$ cat config.mk
export PLATFORM = sky130hd
export DESIGN_NAME = lstm_cell_update_flat
export DESIGN_NICKNAME = d
export VERILOG_FILES = /design/src/rtl/lstm_fx_pkg.sv /design/src/rtl/lstm_cell_update_if.sv /design/src/rtl/lstm_hard_act.sv /design/src/rtl/lstm_cell_update.sv /design/src/flat_wrapper.sv
export SDC_FILE = /design/constraint.sdc
export NUM_CORES = 1
export LEC_CHECK = 0
export BUFFER_PORTS_ARGS = -buffer_cell sky130_fd_sc_hd__buf_2
export CAP_MARGIN = 20
export CORE_AREA = 2 2 389 237
export CTS_CLUSTER_DIAMETER = 150
export CTS_CLUSTER_SIZE = 20
export DETAILED_ROUTE_END_ITERATION = 8
export DIE_AREA = 0 0 391 239
export HOLD_SLACK_MARGIN = 0.08
export MAX_ROUTING_LAYER = met4
export PLACE_DENSITY = 0.47
export SETUP_SLACK_MARGIN = 0.5
export SLEW_MARGIN = 20
export SYNTH_ARGS = -nofsm -noshare
export SYNTH_HDL_FRONTEND = slang
export SYNTH_SLANG_ARGS = --single-unit
$ cat constraint.sdc
create_clock -name clk -period 15.1 [get_ports clk]
set_clock_uncertainty 0.2 [all_clocks]
set_input_delay 3.02 -clock clk [delete_from_list [all_inputs] [get_ports clk]]
set_output_delay 3.02 -clock clk [all_outputs]
set_load 0.02 [all_outputs]
$ cat src/rtl/lstm_fx_pkg.sv
// Fixed-point constants, FSM/activation enums and saturating arithmetic helpers
// shared by the LSTM cell-update stage.
package lstm_fx_pkg;

  localparam int unsigned WL    = 16;
  localparam int unsigned FRAC  = 8;
  localparam int unsigned HID   = 64;
  localparam int unsigned IDX_W = $clog2(HID);
  localparam int unsigned PW    = 2 * WL;
  localparam int unsigned SW    = WL + 1;

  localparam logic signed [WL-1:0] ONE     = WL'(1 << FRAC);
  localparam logic signed [WL-1:0] HALF    = WL'(1 << (FRAC - 1));
  localparam logic signed [WL-1:0] NEG_ONE = WL'(-(1 << FRAC));

  typedef enum logic [1:0] {
    S_WAIT_F,
    S_WAIT_I,
    S_SUM,
    S_WAIT_O
  } state_e;

  typedef enum logic {
    ACT_HSIG,
    ACT_HTANH
  } act_mode_e;

  // Clamp a wide signed value into WL bits; fits when all bits above WL-1 are sign copies.
  function automatic logic signed [WL-1:0] sat_wl(input logic signed [PW-1:0] x);
    if (x[PW-1:WL-1] == {(PW-WL+1){x[PW-1]}}) begin
      return x[WL-1:0];
    end
    return x[PW-1] ? {1'b1, {(WL-1){1'b0}}} : {1'b0, {(WL-1){1'b1}}};
  endfunction

  // Full-precision product, floor-shifted back to FRAC fractional bits.
  function automatic logic signed [WL-1:0] fx_mul(input logic signed [WL-1:0] a,
                                                   input logic signed [WL-1:0] b);
    logic signed [PW-1:0] p;
    p = PW'(a) * PW'(b);
    return sat_wl(p >>> FRAC);
  endfunction

  function automatic logic signed [WL-1:0] fx_add(input logic signed [WL-1:0] a,
                                                   input logic signed [WL-1:0] b);
    logic signed [SW-1:0] s;
    s = SW'(a) + SW'(b);
    return sat_wl(PW'(s));
  endfunction

endpackage

$ cat src/rtl/lstm_cell_update_if.sv
// Sequencer <-> cell-update stage bundle: gate strobes/values in, cell/hidden results out.
interface lstm_cell_update_if;
  import lstm_fx_pkg::*;

  logic                    f_done;
  logic                    i_done;
  logic                    o_done;
  logic signed [WL-1:0]    mem_net1;
  logic signed [WL-1:0]    mem_net2;
  logic signed [WL-1:0]    c_pre;
  logic signed [WL-1:0]    c_new;
  logic                    c_valid;
  logic signed [WL-1:0]    h_new;
  logic                    h_valid;
  logic [IDX_W-1:0]        cell_idx;
  logic                    step_done;
  logic                    seq_err;

  modport master (
    output f_done, i_done, o_done, mem_net1, mem_net2, c_pre,
    input  c_new, c_valid, h_new, h_valid, cell_idx, step_done, seq_err
  );

  modport slave (
    input  f_done, i_done, o_done, mem_net1, mem_net2, c_pre,
    output c_new, c_valid, h_new, h_valid, cell_idx, step_done, seq_err
  );

endinterface

$ cat src/rtl/lstm_hard_act.sv
// Combinational piecewise-linear activation: hard sigmoid or hard tanh by mode.
module lstm_hard_act
  import lstm_fx_pkg::*;
(
  input  act_mode_e             mode,
  input  logic signed [WL-1:0]  x,
  output logic signed [WL-1:0]  y_c
);

  logic signed [WL-1:0] lin;

  // x>>>2 plus one half cannot overflow WL bits, so clamp directly on lin.
  always_comb begin
    lin = x;
    y_c = x;
    if (mode == ACT_HSIG) begin
      lin = (x >>> 2) + HALF;
      if (lin[WL-1]) begin
        y_c = '0;
      end else if (lin > ONE) begin
        y_c = ONE;
      end else begin
        y_c = lin;
      end
    end else begin
      if (x > ONE) begin
        y_c = ONE;
      end else if (x < NEG_ONE) begin
        y_c = NEG_ONE;
      end else begin
        y_c = x;
      end
    end
  end

endmodule

$ cat src/rtl/lstm_cell_update.sv
// Per-element LSTM cell/hidden update: c = f*c_pre + i*g, h = o*tanh(c), pipelined
// so the next element's f can land in the same cycle as this element's o.
module lstm_cell_update
  import lstm_fx_pkg::*;
(
  input  logic               clk,
  input  logic               rst_n,
  lstm_cell_update_if.slave  bus
);

  state_e                state, state_n;
  logic signed [WL-1:0]  fc, fc_n;
  logic signed [WL-1:0]  ig, ig_n;
  logic signed [WL-1:0]  c_new_q, c_new_n;
  logic signed [WL-1:0]  h_new_q, h_new_n;
  logic                  c_valid_q, c_valid_n;
  logic                  h_valid_q, h_valid_n;
  logic                  step_done_q, step_done_n;
  logic                  seq_err_q, seq_err_n;
  logic [IDX_W-1:0]      elem_cnt, elem_cnt_n;
  logic [IDX_W-1:0]      cell_idx_q, cell_idx_n;

  logic signed [WL-1:0]  sig_fi_c, sig_o_c, tanh_g_c, tanh_c_c;
  logic signed [WL-1:0]  fc_calc_c, ig_calc_c, h_calc_c, sum_c;

  lstm_hard_act u_act_fi (.mode(ACT_HSIG),  .x(bus.mem_net1), .y_c(sig_fi_c));
  lstm_hard_act u_act_o  (.mode(ACT_HSIG),  .x(bus.mem_net1), .y_c(sig_o_c));
  lstm_hard_act u_act_g  (.mode(ACT_HTANH), .x(bus.mem_net2), .y_c(tanh_g_c));
  lstm_hard_act u_act_c  (.mode(ACT_HTANH), .x(c_new_q),      .y_c(tanh_c_c));

  assign fc_calc_c = fx_mul(sig_fi_c, bus.c_pre);
  assign ig_calc_c = fx_mul(sig_fi_c, tanh_g_c);
  assign h_calc_c  = fx_mul(sig_o_c, tanh_c_c);
  assign sum_c     = fx_add(fc, ig);

  // Next-state and datapath update; unexpected strobes only raise seq_err.
  always_comb begin
    state_n     = state;
    fc_n        = fc;
    ig_n        = ig;
    c_new_n     = c_new_q;
    c_valid_n   = 1'b0;
    h_new_n     = h_new_q;
    h_valid_n   = 1'b0;
    elem_cnt_n  = elem_cnt;
    cell_idx_n  = cell_idx_q;
    step_done_n = 1'b0;
    seq_err_n   = seq_err_q;

    case (state)
      S_WAIT_F: begin
        if (bus.i_done || bus.o_done) seq_err_n = 1'b1;
        if (bus.f_done) begin
          fc_n    = fc_calc_c;
          state_n = S_WAIT_I;
        end
      end
      S_WAIT_I: begin
        if (bus.o_done) seq_err_n = 1'b1;
        // A fresh f restarts the element and wins over a coincident i.
        if (bus.f_done) begin
          fc_n      = fc_calc_c;
          seq_err_n = 1'b1;
        end else if (bus.i_done) begin
          ig_n    = ig_calc_c;
          state_n = S_SUM;
        end
      end
      S_SUM: begin
        if (bus.f_done || bus.i_done || bus.o_done) seq_err_n = 1'b1;
        c_new_n   = sum_c;
        c_valid_n = 1'b1;
        state_n   = S_WAIT_O;
      end
      S_WAIT_O: begin
        if (bus.i_done) seq_err_n = 1'b1;
        if (bus.o_done) begin
          h_new_n     = h_calc_c;
          h_valid_n   = 1'b1;
          cell_idx_n  = elem_cnt;
          step_done_n = (elem_cnt == IDX_W'(HID - 1));
          elem_cnt_n  = (elem_cnt == IDX_W'(HID - 1)) ? '0 : elem_cnt + IDX_W'(1);
          state_n     = S_WAIT_F;
          if (bus.f_done) begin
            fc_n    = fc_calc_c;
            state_n = S_WAIT_I;
          end
        end else if (bus.f_done) begin
          seq_err_n = 1'b1;
        end
      end
      default: state_n = S_WAIT_F;
    endcase
  end

  always_ff @(posedge clk) begin
    if (!rst_n) begin
      state       <= S_WAIT_F;
      fc          <= '0;
      ig          <= '0;
      c_new_q     <= '0;
      c_valid_q   <= 1'b0;
      h_new_q     <= '0;
      h_valid_q   <= 1'b0;
      elem_cnt    <= '0;
      cell_idx_q  <= '0;
      step_done_q <= 1'b0;
      seq_err_q   <= 1'b0;
    end else begin
      state       <= state_n;
      fc          <= fc_n;
      ig          <= ig_n;
      c_new_q     <= c_new_n;
      c_valid_q   <= c_valid_n;
      h_new_q     <= h_new_n;
      h_valid_q   <= h_valid_n;
      elem_cnt    <= elem_cnt_n;
      cell_idx_q  <= cell_idx_n;
      step_done_q <= step_done_n;
      seq_err_q   <= seq_err_n;
    end
  end

  assign bus.c_new     = c_new_q;
  assign bus.c_valid   = c_valid_q;
  assign bus.h_new     = h_new_q;
  assign bus.h_valid   = h_valid_q;
  assign bus.cell_idx  = cell_idx_q;
  assign bus.step_done = step_done_q;
  assign bus.seq_err   = seq_err_q;

endmodule

$ cat src/flat_wrapper.sv
// flat-port wrapper written by rule: the top's interface ports become plain ports
module lstm_cell_update_flat import lstm_fx_pkg::*;
  (clk, rst_n, bus_f_done, bus_i_done, bus_o_done, bus_mem_net1, bus_mem_net2, bus_c_pre, bus_c_new, bus_c_valid, bus_h_new, bus_h_valid, bus_cell_idx, bus_step_done, bus_seq_err);
  lstm_cell_update_if bus_i ();
  input  logic clk;
  input  logic rst_n;
  input wire logic [$bits(bus_i.f_done)-1:0] bus_f_done;
  input wire logic [$bits(bus_i.i_done)-1:0] bus_i_done;
  input wire logic [$bits(bus_i.o_done)-1:0] bus_o_done;
  input wire logic [$bits(bus_i.mem_net1)-1:0] bus_mem_net1;
  input wire logic [$bits(bus_i.mem_net2)-1:0] bus_mem_net2;
  input wire logic [$bits(bus_i.c_pre)-1:0] bus_c_pre;
  output wire logic [$bits(bus_i.c_new)-1:0] bus_c_new;
  output wire logic [$bits(bus_i.c_valid)-1:0] bus_c_valid;
  output wire logic [$bits(bus_i.h_new)-1:0] bus_h_new;
  output wire logic [$bits(bus_i.h_valid)-1:0] bus_h_valid;
  output wire logic [$bits(bus_i.cell_idx)-1:0] bus_cell_idx;
  output wire logic [$bits(bus_i.step_done)-1:0] bus_step_done;
  output wire logic [$bits(bus_i.seq_err)-1:0] bus_seq_err;
  assign bus_i.f_done = bus_f_done;
  assign bus_i.i_done = bus_i_done;
  assign bus_i.o_done = bus_o_done;
  assign bus_i.mem_net1 = bus_mem_net1;
  assign bus_i.mem_net2 = bus_mem_net2;
  assign bus_i.c_pre = bus_c_pre;
  assign bus_c_new = bus_i.c_new;
  assign bus_c_valid = bus_i.c_valid;
  assign bus_h_new = bus_i.h_new;
  assign bus_h_valid = bus_i.h_valid;
  assign bus_cell_idx = bus_i.cell_idx;
  assign bus_step_done = bus_i.step_done;
  assign bus_seq_err = bus_i.seq_err;
  lstm_cell_update u_core (.clk(clk), .rst_n(rst_n), .bus(bus_i));
endmodule
# Yosys cells after proc, flatten, opt, wreduce, memory -nomap -nowiden
# Index checks and enable logic that the tools add are counted.
[classes] add_sub_neg=3 mul=3 div=0 n_lt_le_gt_ge=5 eq_ne=15 shifts=0 mux=42 bitwise_logic=1 n_reduce_logical=13
[ops] cell="$mux 16" count=18
[ops] cell="$mul 16x16->32" count=3
[ops] cell="$gt 16x10->1 const B" count=2
[ops] cell="$lt 16x9->1 const B" count=2
[ops] cell="$pmux 16 s2" count=1
[ops] cell="$mux 15" count=2
[ops] cell="$eq 8x8->1" count=3
[ops] cell="$add 16x16->17" count=1
[ops] cell="$add 14x9->15 const B" count=1
[ops] cell="$gt 15x10->1 const B" count=1
[ops] cell="$mux 1" count=14
[ops] cell="$reduce_and 3->1" count=3
[ops] cell="$mux 2" count=4
[ops] cell="$ne 2x2->1 const B" count=4
[ops] cell="$pmux 2 s4" count=1
[ops] cell="$add 6x1->6 const B" count=1
[ops] cell="$eq 6x6->1 const B" count=1
[ops] cell="$mux 6" count=1
[ops] cell="$reduce_and 2->1" count=3
[ops] cell="$eq 2x2->1 const B" count=2
[ops] cell="$ne 2x1->1 const B" count=2
[ops] cell="$pmux 1 s4" count=1
[ops] cell="$reduce_and 4->1" count=1
[ops] cell="$logic_or 1x1->1" count=3
[ops] cell="7 further kinds" count=7
[word_totals] register_bits=82 latchBits=0 ramBits=0 rom_bits=0 input_bits=53 output_inout_bits=42 wordCells=93 n_memories=0

# Logic depth before layout (Yosys ltp)
# Gate-level depths: netlist of run 1.
[depth] word_depth=11 ltp_mapped=35 mapped_depth_nobuf=33

# Cells and area by module
# Synthesis of run 1 repeated with hierarchy kept, for this count alone.
[unflattened] hier_cells=3970 hier_area_um2=35527.8
[modules_own_cells] mod="lstm_cell_update" instances=1 cells_each=3681 area_per_inst_um2=33429.6 seq_area_each_um2=1641.6
[modules_own_cells] mod="lstm_hard_act (u_core.u_act_c ...)" instances=3 cells_each=73 area_per_inst_um2=503.0 seq_area_each_um2=0.0
[modules_own_cells] mod="lstm_hard_act (u_core.u_act_o)" instances=1 cells_each=70 area_per_inst_um2=589.3 seq_area_each_um2=0.0

# Worst setup path after synthesis of run 1
# No wires, ideal clock.
[synth_path] path_kind="input to register" startpoint="input bus_mem_net1[13]" endpoint="register u_core.fc[10]" setup_ns=0.154 t_arrival_ns=11.100 required_time_ns=14.746 setup_slack_ns=3.646 path_stages=30 path_buffers=3 path_cell_list="or3_1 > o32a_1 > a21oi_1 > and2_1 > clkbuf_1 > clkbuf_1 > nand2_1 > fa_1 > inv_1 > fa_1 > fa_1 > fa_1 > fa_1 > inv_1 > fa_1 > inv_1 > ha_1 > a21o_1 > a31oi_1 > o21ai_0 > a31o_2 > nand3_1 > nand2_1 > a221o_2 > xnor2_1 > or4b_1 > mux2_2 > o21ai_2 > buf_4 > a311oi_2"
[synth_between] elab_chain_cells=11 elab_cells_between_ends=13 cone_classes="add/sub (1); mul (1); order compare (1); eq/ne (1); mux (9)"
[synth_lines] element="start: declaration" line="flat_wrapper.sv:10" source="input wire logic [$bits(bus_i.mem_net1)-1:0] bus_mem_net1;"
[synth_lines] element="$add 14x9->15 *" line="lstm_hard_act.sv:17" source="lin = (x >>> 2) + HALF;"
[synth_lines] element="$gt 15x10->1" line="lstm_hard_act.sv:20" source="end else if (lin > ONE) begin"
[synth_lines] element="$mux 15" line="lstm_hard_act.sv:20"
[synth_lines] element="$mux 15 *" line="lstm_hard_act.sv:18" source="if (lin[WL-1]) begin"
[synth_lines] element="$mul 16x16->32 *" line="lstm_fx_pkg.sv:40" source="p = PW'(a) * PW'(b);"
[synth_lines] element="$eq 8x8->1" line="lstm_fx_pkg.sv:30" source="if (x[PW-1:WL-1] == {(PW-WL+1){x[PW-1]}}) begin"
[synth_lines] element="$mux 1" line="lstm_fx_pkg.sv:30"
[synth_lines] element="$mux 16 *" line="lstm_fx_pkg.sv:33" source="return x[PW-1] ? {1'b1, {(WL-1){1'b0}}} : {1'b0, {(WL-1){1'b1}}};"
[synth_lines] element="$mux 16 *" line="lstm_cell_update.sv:53, lstm_cell_update.sv:61, lstm_cell_update.sv:84"
[synth_lines] element="$mux 16" line="lstm_cell_update.sv:77" source="if (bus.o_done) begin"
[synth_lines] element="$pmux 16 s2 *" line="lstm_cell_update.sv:50" source="case (state)"
[synth_lines] element="end signal: assignment" line="lstm_cell_update.sv:111" source="fc <= fc_n;"
[synth_lines] element="end: declaration" line="lstm_cell_update.sv:12" source="logic signed [WL-1:0] fc, fc_n;"
# Every way passes the cells marked *; elsewhere a longest branch is shown, timed or not. The select of a mux whose other input is x is not followed.
# A chain may end at the register's enable or synchronous reset.

# Worst setup path in the final report of run 1
[layout_path] startpoint="input bus_mem_net1[9]" endpoint="register u_core.h_new_q[2] (netlist: u_core.bus.h_new[2])"
[layout_between] elab_chain_cells=8 elab_cells_between_ends=10 cone_classes="add/sub (1); mul (1); order compare (1); eq/ne (1); mux (6)"
[layout_lines] element="$add 14x9->15 *" line="lstm_hard_act.sv:17"
[layout_lines] element="$gt 15x10->1" line="lstm_hard_act.sv:20"
[layout_lines] element="$mux 15" line="lstm_hard_act.sv:20"
[layout_lines] element="$mux 15 *" line="lstm_hard_act.sv:18"
[layout_lines] element="$mul 16x16->32 *" line="lstm_fx_pkg.sv:40"
[layout_lines] element="$eq 8x8->1" line="lstm_fx_pkg.sv:30"
[layout_lines] element="$mux 1" line="lstm_fx_pkg.sv:30"
[layout_lines] element="$mux 16 *" line="lstm_fx_pkg.sv:33"
[layout_lines] element="end signal: assignment" line="lstm_cell_update.sv:115" source="h_new_q <= h_new_n;"
[layout_lines] element="end: declaration" line="lstm_cell_update.sv:15" source="logic signed [WL-1:0] h_new_q, h_new_n;"
# Marked as above.

==> results of run 1 <==
[per-stage QoR]
step	hold WS (ns)	instances	setup WS, ns	cell area, um^2	utilization
finish	0.257	4540	2.20	29800	0.330
global route	0.275	4540	1.61	29800	0.330
CTS	0.257	4536	2.14	29800	0.330
detailed placement	0.246	4520	1.77	29500	0.326
global placement	0.245	4520	1.86	29500	0.326
floorplan	0.240	3307	3.65	27600	-
[layer usage]
metal | global-route usage | vias to the layer above | wire, um
met5 | - | - | 0
met4 | 0.0186 | 0 | 572
met3 | 0.0370 | 32 | 5630
met2 | 0.233 | 477 | 28600
met1 | 0.291 | 10100 | 42800
li1 | - | 10100 | -
[area by class of cell]
type / count / area (um^2) / share of cell area
Antenna cell: 3 / 7.51 / 0.000252
Clock buffer: 9 / 225 / 0.00755
Clock inverter: 7 / 76.3 / 0.00256
Inverter: 690 / 2590 / 0.0868
Multi-Input combinational cell: 2433 / 23100 / 0.773
Sequential cell: 82 / 1640 / 0.0550
Tap cell: 1188 / 1490 / 0.0498
Timing Repair Buffer: 128 / 743 / 0.0249
[cells by family after synthesis]
family | Yosys count | synth area share
adder cells (fa/ha/maj) | 892 | 0.554
other | 2 | 0.000280
multiplexers | 6 | 0.00234
flip-flops | 82 | 0.0613
AND/OR/NAND/NOR | 851 | 0.147
buffers and inverters | 792 | 0.112
XOR/XNOR | 83 | 0.0271
AO/OA/AOI/OAI | 376 | 0.0966
[cells in the mapped netlist, drive strengths merged (4+ instances only)]
cell type / count
a211oi: 11
a21boi: 4
a21o: 46
a21oi: 112
a221oi: 4
a22oi: 5
a311oi: 10
a31o: 5
a31oi: 17
a41oi: 4
and2: 41
and3: 85
and4: 5
buf: 14
clkbuf: 88
dfxtp: 82
fa: 496
ha: 381
inv: 689
maj3: 15
mux2i: 4
nand2: 275
nand2b: 20
nand3: 40
nand4: 23
nor2: 271
nor2b: 10
nor3: 35
nor4: 8
o211ai: 12
o21a: 11
o21ai: 74
o21bai: 8
o221a: 16
o31ai: 5
or2: 9
or3: 14
xnor2: 44
xor2: 39
[worst reg2reg max path: cells and delay by family (launching register included)]
| kind | cells | cell delay, ns |
|---|---|---|
| adder cells (fa/ha/maj) | 8 | 3.77 |
| buffers and inverters | 6 | 0.48 |
| flip-flops | 1 | 0.48 |
| AND/OR/NAND/NOR | 9 | 1.69 |
| AO/OA/AOI/OAI | 6 | 2.98 |
| XOR/XNOR | 1 | 0.24 |
[state kept, by name, indices dropped and copies added (netlist names)]
signal	cells
u_core.bus.c_new	16
u_core.bus.c_valid	1
u_core.bus.cell_idx	6
u_core.bus.h_new	16
u_core.bus.h_valid	1
u_core.bus.seq_err	1
u_core.bus.step_done	1
u_core.elem_cnt	6
u_core.fc	16
u_core.ig	16
u_core.state	2
[power by group through the flow]
| stage | combinational [uW] | clock (uW) | sequential (uW) |
|---|---|---|---|
| global placement | 3870 | 0 | 305 |
| detailed placement | 3850 | 0 | 304 |
| global route | 4460 | 257 | 306 |
| floorplan | 2850 | 0 | 306 |
| CTS | 3890 | 250 | 300 |
| finish | 3920 | 238 | 300 |
[worst max path at each step]
stage,from,end,slack (ns),cells past startpoint
detailed placement,bus_mem_net1[9],u_core.bus.h_new[7],1.77,33
floorplan,bus_mem_net1[13],u_core.fc[10],3.65,30
finish,bus_mem_net1[9],u_core.bus.h_new[2],2.20,29
CTS,bus_mem_net1[9],u_core.bus.h_new[2],2.14,33
global placement,bus_mem_net1[9],u_core.bus.h_new[2],1.86,33
global route,bus_mem_net1[9],u_core.bus.h_new[9],1.61,32
[cell usage in the layout (no fill, tap or decap), drive strengths merged, types with 74 or more instances in the layout]
cell / instances
inv: 694
and3: 85
nand2: 275
conb: 225
fa: 496
nor2: 271
buf: 128
a21oi: 112
ha: 381
o21ai: 74
dfxtp: 82
==> results.ini, run 1 <==
[clocking]
cts.sinks=82
cts.reportedPaths.clkPinSlew_ns=0.07
cts_resized=0
cts_buffers=9
cts_tree=yes
root_buffer=clkbuf_16
cts_setup_buffers=0
cts_buffer_depth=2
clock_latency_ns=0.38
htreeDepth=3
postCtsHoldBufs=0

[pwr]
swShare=0.576
power_uw=4460
p_comb_frac=0.879
power.switching_uw=2570
p_int_uw=1890
p_seq_frac=0.067
clock_power_share=0.053
cellPowerDensity_nw_per_um2=150
ir_drop_mv=0.130
leakagePower_uw=0.0157

[sta]
drv_slew=0
hold_viol_final=0
relSlewSlack=0.218
finalSetupTns_ns=0
worstMarginPinSlew_ns=1.16
fin_crit_sh=0.854
finalSetupViolations=0
min_period_ns=12.90
rsz0062_at_grt=false
max_freq_mhz=77.5

[logic_synthesis]
ys_warn_count=0
synth_ff_type=dfxtp_1
synth_top_area_frac=0.371
synthCells=3084
ys_seq_elements=82
synth_area_leaders=fa_1, ha_1, inv_1, dfxtp_1, nand2_1
synth-edff-count=0
syn_area_um2=26800
synthArstFlopShare=0
yosysSeqAreaShare=0.0613
yosysTopAreaCell=fa_1
synth_cell_types=82
avgSynthCellArea_um2=8.68

[drt]
vias=20600
routedWlPerCell_um=17.1
routed_via_density=4.55
drtPass1Iterations=5
drc=0
antenna_left=0
drtIter0Drc=1377
routed_wl_um=77500

[final_layout]
finalNetCount=4274
n_fill_cell=9643
drive_above_1_share=0.0615
area_growth_pct=11.4

[global_route]
grt_max_degree=40
antenna_found_initial=6
grt_use_total=0.181
overflow=0
grt_pass1_wl_um=127000
grt_pass1_vias=21300

[min_path]
worst_hold_path_type=flip-flop to flip-flop
min-delay-start=u_core.bus.cell_idx[5]
whs_path_depth=2
worstHoldEndpoint=u_core.bus.cell_idx[5]

[setup_path]
cp_top_family=compound AO/OA/AOI/OAI gates
worst_setup_path_start_kind=primary input
critPathMaxStageDelay_ns=0.88
reg2reg_slack_ns=5.11
arrival_ns=12.97
cp_max_fo=39
reg2reg_depth=30
critical-path-slowest-cell=o211ai_1
cp_num_buf_inv=5
r2r-start=u_core.bus.c_new[14]
cp_common_cell=fa_1
crit_type=primary input to flip-flop
cp-end-kind=flip-flop
reg2reg_to=u_core.bus.h_new[2]
cp.required_ns=15.17

[place]
gp_congestion=0.861
portBuffers=92
hpwlAfterDp_um=66200

[die]
ios=95
die_w_um=391
coreArea_um2=90400
dieArea_um2=93400
start_util=0.296
dieHeight_um=239
rows=86

[run]
cap_viol_max_count=0

[status]
outcome=finished clean

Power figures use the tool's default switching activity.
==> run 2: changes to the inputs <==
Settings changed: CORE_AREA 2 2 389 237 to 2 2 264 162, DIE_AREA 0 0 391 239 to 0 0 266 164, PLACE_DENSITY 0.47 to 0.86, TNS_END_PERCENT set to 100.
==> results.ini, run 2 (synthesized netlist as in run 1, its figures left out) <==
[sta]
hold_ws_ns=0.251
fin_crit_sh=0.885
min_period_ns=13.37
worstMarginPinSlew_ns=1.14
finalSetupViolations=0
rsz0062_at_grt=false
finalSetupTns_ns=0
hold_viol_final=0
relSlewSlack=0.233
max_freq_mhz=74.8
drv_slew=0

[clocking]
cts_tree=yes
root_buffer=clkbuf_16
cts_buffer_depth=2
cts_setup_buffers=0
cts.sinks=82
htreeDepth=3
cts_resized=0
clock_latency_ns=0.36
postCtsHoldBufs=0
cts_buffers=9
cts.reportedPaths.clkPinSlew_ns=0.08

[setup_path]
critical-path-slowest-cell=nand2_1
critPathMaxStageDelay_ns=0.88
cp_num_buf_inv=5
cp_top_family=simple AND/OR/NAND/NOR gates
crit_type=primary input to flip-flop
cp_common_cell=fa_1
cp.required_ns=15.21
reg2reg_depth=31
worst_setup_path_start_kind=primary input
reg2reg_to=u_core.bus.h_new[4]
reg2reg_slack_ns=4.26
r2r-start=u_core.bus.c_new[8]
arrival_ns=13.47
cp_max_fo=32
cp-end-kind=flip-flop

[final_layout]
layout_common_cells=inv_1, fa_1, ha_1
final_common_cell=inv_1
area_growth_pct=7.73
drive_above_1_share=0.0556
finalNetCount=4255

[die]
die_w_um=266
rows=58
ios=95
coreArea_um2=41200
dieArea_um2=43600
start_util=0.650
dieHeight_um=164

[min_path]
min-delay-start=u_core.bus.cell_idx[5]
whs_path_depth=2
worstHoldEndpoint=u_core.bus.cell_idx[5]
worst_hold_path_type=flip-flop to flip-flop

[pwr]
ir_drop_mv=0.182
leakagePower_uw=0.0156
cellPowerDensity_nw_per_um2=153

[run]
cap_viol_max_count=0

[drt]
drc=0
drtIter0Drc=2364
antenna_left=0
vias=21800
drtPass1Iterations=6
routedWlPerCell_um=17.9
routed_wl_um=69200
routed_via_density=5.62

[global_route]
grt_max_degree=42
grt_pass1_vias=22200
antenna_found_initial=3
grt_pass1_wl_um=114000
overflow=0
grt_use_total=0.343

[place]
portBuffers=92
gp_congestion=0.954
hpwlAfterDp_um=57500

[status]
outcome=finished clean

## run 2: cell count changes in the layout (fill, tap and decap cells not counted), sizes merged
cell	previous run	this run
buf	128	109
clkinv	3	4
inv	694	693
## run 2: worst max path at each step
stage / slack [ns] / depth (start not counted) / startpoint / to
detailed placement: 1.87 / 31 / bus_mem_net1[9] / u_core.bus.h_new[4]
global placement: 2.07 / 31 / bus_mem_net1[9] / u_core.bus.h_new[4]
finish: 1.73 / 29 / bus_mem_net1[5] / u_core.bus.h_new[4]
floorplan: 3.65 / 30 / bus_mem_net1[13] / u_core.fc[10]
CTS: 2.19 / 31 / bus_mem_net1[9] / u_core.bus.h_new[4]
global route: 1.34 / 31 / bus_mem_net1[9] / u_core.bus.h_new[14]
## run 2: per-layer routing
layer | global-route usage | share of wire | wire length (um) | vias up
li1 | - | - | - | 10000
met1 | 0.482 | 0.43 | 29600 | 10400
met2 | 0.501 | 0.42 | 29100 | 1164
met3 | 0.0889 | 0.12 | 8480 | 150
met4 | 0.0802 | 0.028 | 1950 | 0
met5 | - | 0 | 0 | -
## run 2: final cells by class
type	count	area, um^2
sequential	82	1640
tap	540	676
fill	3183	12400
antenna	3	7.51
clock buffer	9	225
inverter	690	2590
timing repair buffer	109	588
multi-input combinational	2433	23000
clock inverter	7	81.3
## run 2: worst min-delay path, cell delays in order, from the launching register on
cell and delay [ns]:
dfxtp_1 0.31, nand2_1 0.05, a21oi_1 0.05
## run 2: report_power, final
group / internal, uW / switching [uW]
combinational: 1520 / 2350
sequential: 254 / 52.9
clock: 118 / 112
total: 1890 / 2510
## run 2: metrics by stage
step	cells	utilization	total power, uW	setup WS (ns)	area [um^2]
final	3873	0.700	4400	1.73	28900
after global routing	3873	0.700	4850	1.34	28900
after CTS	3870	0.699	4270	2.19	28800
after detailed placement	3854	0.692	4000	1.87	28500
after global placement	3854	0.692	3930	2.07	28500
after floorplan	3307	-	3160	3.65	27600
==> run 3: changes to the inputs <==
Settings changed: PLACE_DENSITY 0.86 to 0.83.
==> results.ini, run 3 (synthesized netlist as in run 1, its figures left out) <==
[clocking]
cts_buffer_depth=2
cts.reportedPaths.clkPinSlew_ns=0.07
root_buffer=clkbuf_16
cts_setup_buffers=0
cts_tree=yes
cts.sinks=82
cts_buffers=9
postCtsHoldBufs=0
clock_latency_ns=0.35
htreeDepth=3
cts_resized=0

[drt]
routed_wl_um=70500
vias=22100
routed_via_density=5.69
wl_met1_um=30100
drc=0
routed.top_layer=met4
drtPass1Iterations=6
routedWlPerCell_um=18.2
antenna_left=0
wl_met3_um=7610
wl_met2_um=30700
drtIter0Drc=1902

[global_route]
grt_max_degree=36
antenna_found_initial=1
grt_pass1_wl_um=119000
grt_use_total=0.356
overflow=0
grt_pass1_vias=23600

[pwr]
swShare=0.571
p_seq_frac=0.070
cellPowerDensity_nw_per_um2=153
power_uw=4440
p_int_uw=1900
clock_power_share=0.054
ir_drop_mv=0.137
power.switching_uw=2530
leakagePower_uw=0.0157
p_comb_frac=0.877

[setup_path]
worst_setup_path_start_kind=primary input
critical-path-slowest-cell=and2_2
cp_max_fo=31
arrival_ns=13.40
cp.required_ns=15.19
reg2reg_slack_ns=4.16
cp_common_cell=fa_1
critPathMaxStageDelay_ns=0.78
cp-end-kind=flip-flop
crit_type=primary input to flip-flop

[place]
gp_congestion=0.939
place_area_um2=28600
hpwlAfterDp_um=59300
dp_slack_ns=1.80
portBuffers=92

[final_layout]
final_area_um2=28900
final_common_cell=inv_1
finalCoreUtilization=0.702
finalNetCount=4265
n_fill_cell=3233
multi_input_comb_area_um2=23000
regArea_um2=1640
area_growth_pct=8.00
layout_common_cells=inv_1, fa_1, ha_1
drive_above_1_share=0.0584

[sta]
fin_crit_sh=0.882
hold_viol_final=0
max_freq_mhz=75.1
worstMarginPinSlew_ns=1.11
final.setup.worst_slack_ns=1.78
relSlewSlack=0.261
finalSetupViolations=0
min_period_ns=13.32
rsz0062_at_grt=false
finalSetupTns_ns=0
drv_slew=0

[die]
rows=58
die_w_um=266
dieHeight_um=164
ios=95
dieArea_um2=43600
start_util=0.650
coreArea_um2=41200

[run]
cap_viol_max_count=0

[min_path]
worst_hold_path_type=flip-flop to flip-flop

[status]
outcome=finished clean

run 3: path summary, 6_finish.rpt:
check / depth (start not counted) / start / to
worst max-delay path: 31 / bus_mem_net1[9] / u_core.bus.h_new[13]
worst min-delay path: 2 / u_core.bus.cell_idx[4] / u_core.bus.cell_idx[4]
worst max register to register: 31 / u_core.bus.c_new[14] / u_core.bus.h_new[13]
worst min register to register: 2 / u_core.bus.cell_idx[4] / u_core.bus.cell_idx[4]
run 3: layer usage:
metal  vias up  global-route usage
met5         -                   -
met4         0              0.0975
met3       176              0.0679
met2      1066               0.546
met1     10800               0.489
li1      10000                   -
run 3: per-stage QoR:
stage | std cells | hold slack [ns]
floorplan | 3307 | 0.240
global placement | 3864 | 0.242
finish | 3881 | 0.252
CTS | 3880 | 0.253
detailed placement | 3864 | 0.244
global route | 3881 | 0.267
run 3: final cells by class:
| type | instances | share of cell area |
|---|---|---|
| Antenna cell | 1 | 0.0000865 |
| Inverter | 690 | 0.0895 |
| Clock inverter | 7 | 0.00294 |
| Tap cell | 540 | 0.0234 |
| Timing Repair Buffer | 119 | 0.0229 |
| Sequential cell | 82 | 0.0568 |
| Multi-Input combinational cell | 2433 | 0.797 |
| Clock buffer | 9 | 0.00779 |
run 3: critical path, delay by kind of cell:
kind,cells,cell delay [ns]
multiplexers,1,0.43
AND/OR/NAND/NOR,7,2.57
buffers and inverters,5,0.68
adder cells (fa/ha/maj),8,3.53
AO/OA/AOI/OAI,10,3.14
run 3: power groups by stage:
| stage | Sequential, uW | Combinational [uW] | Clock, uW |
|---|---|---|---|
| finish | 308 | 3890 | 238 |
| detailed placement | 307 | 3740 | 0 |
| global placement | 305 | 3650 | 0 |
| CTS | 303 | 3790 | 239 |
| global route | 308 | 4360 | 249 |
| floorplan | 306 | 2850 | 0 |
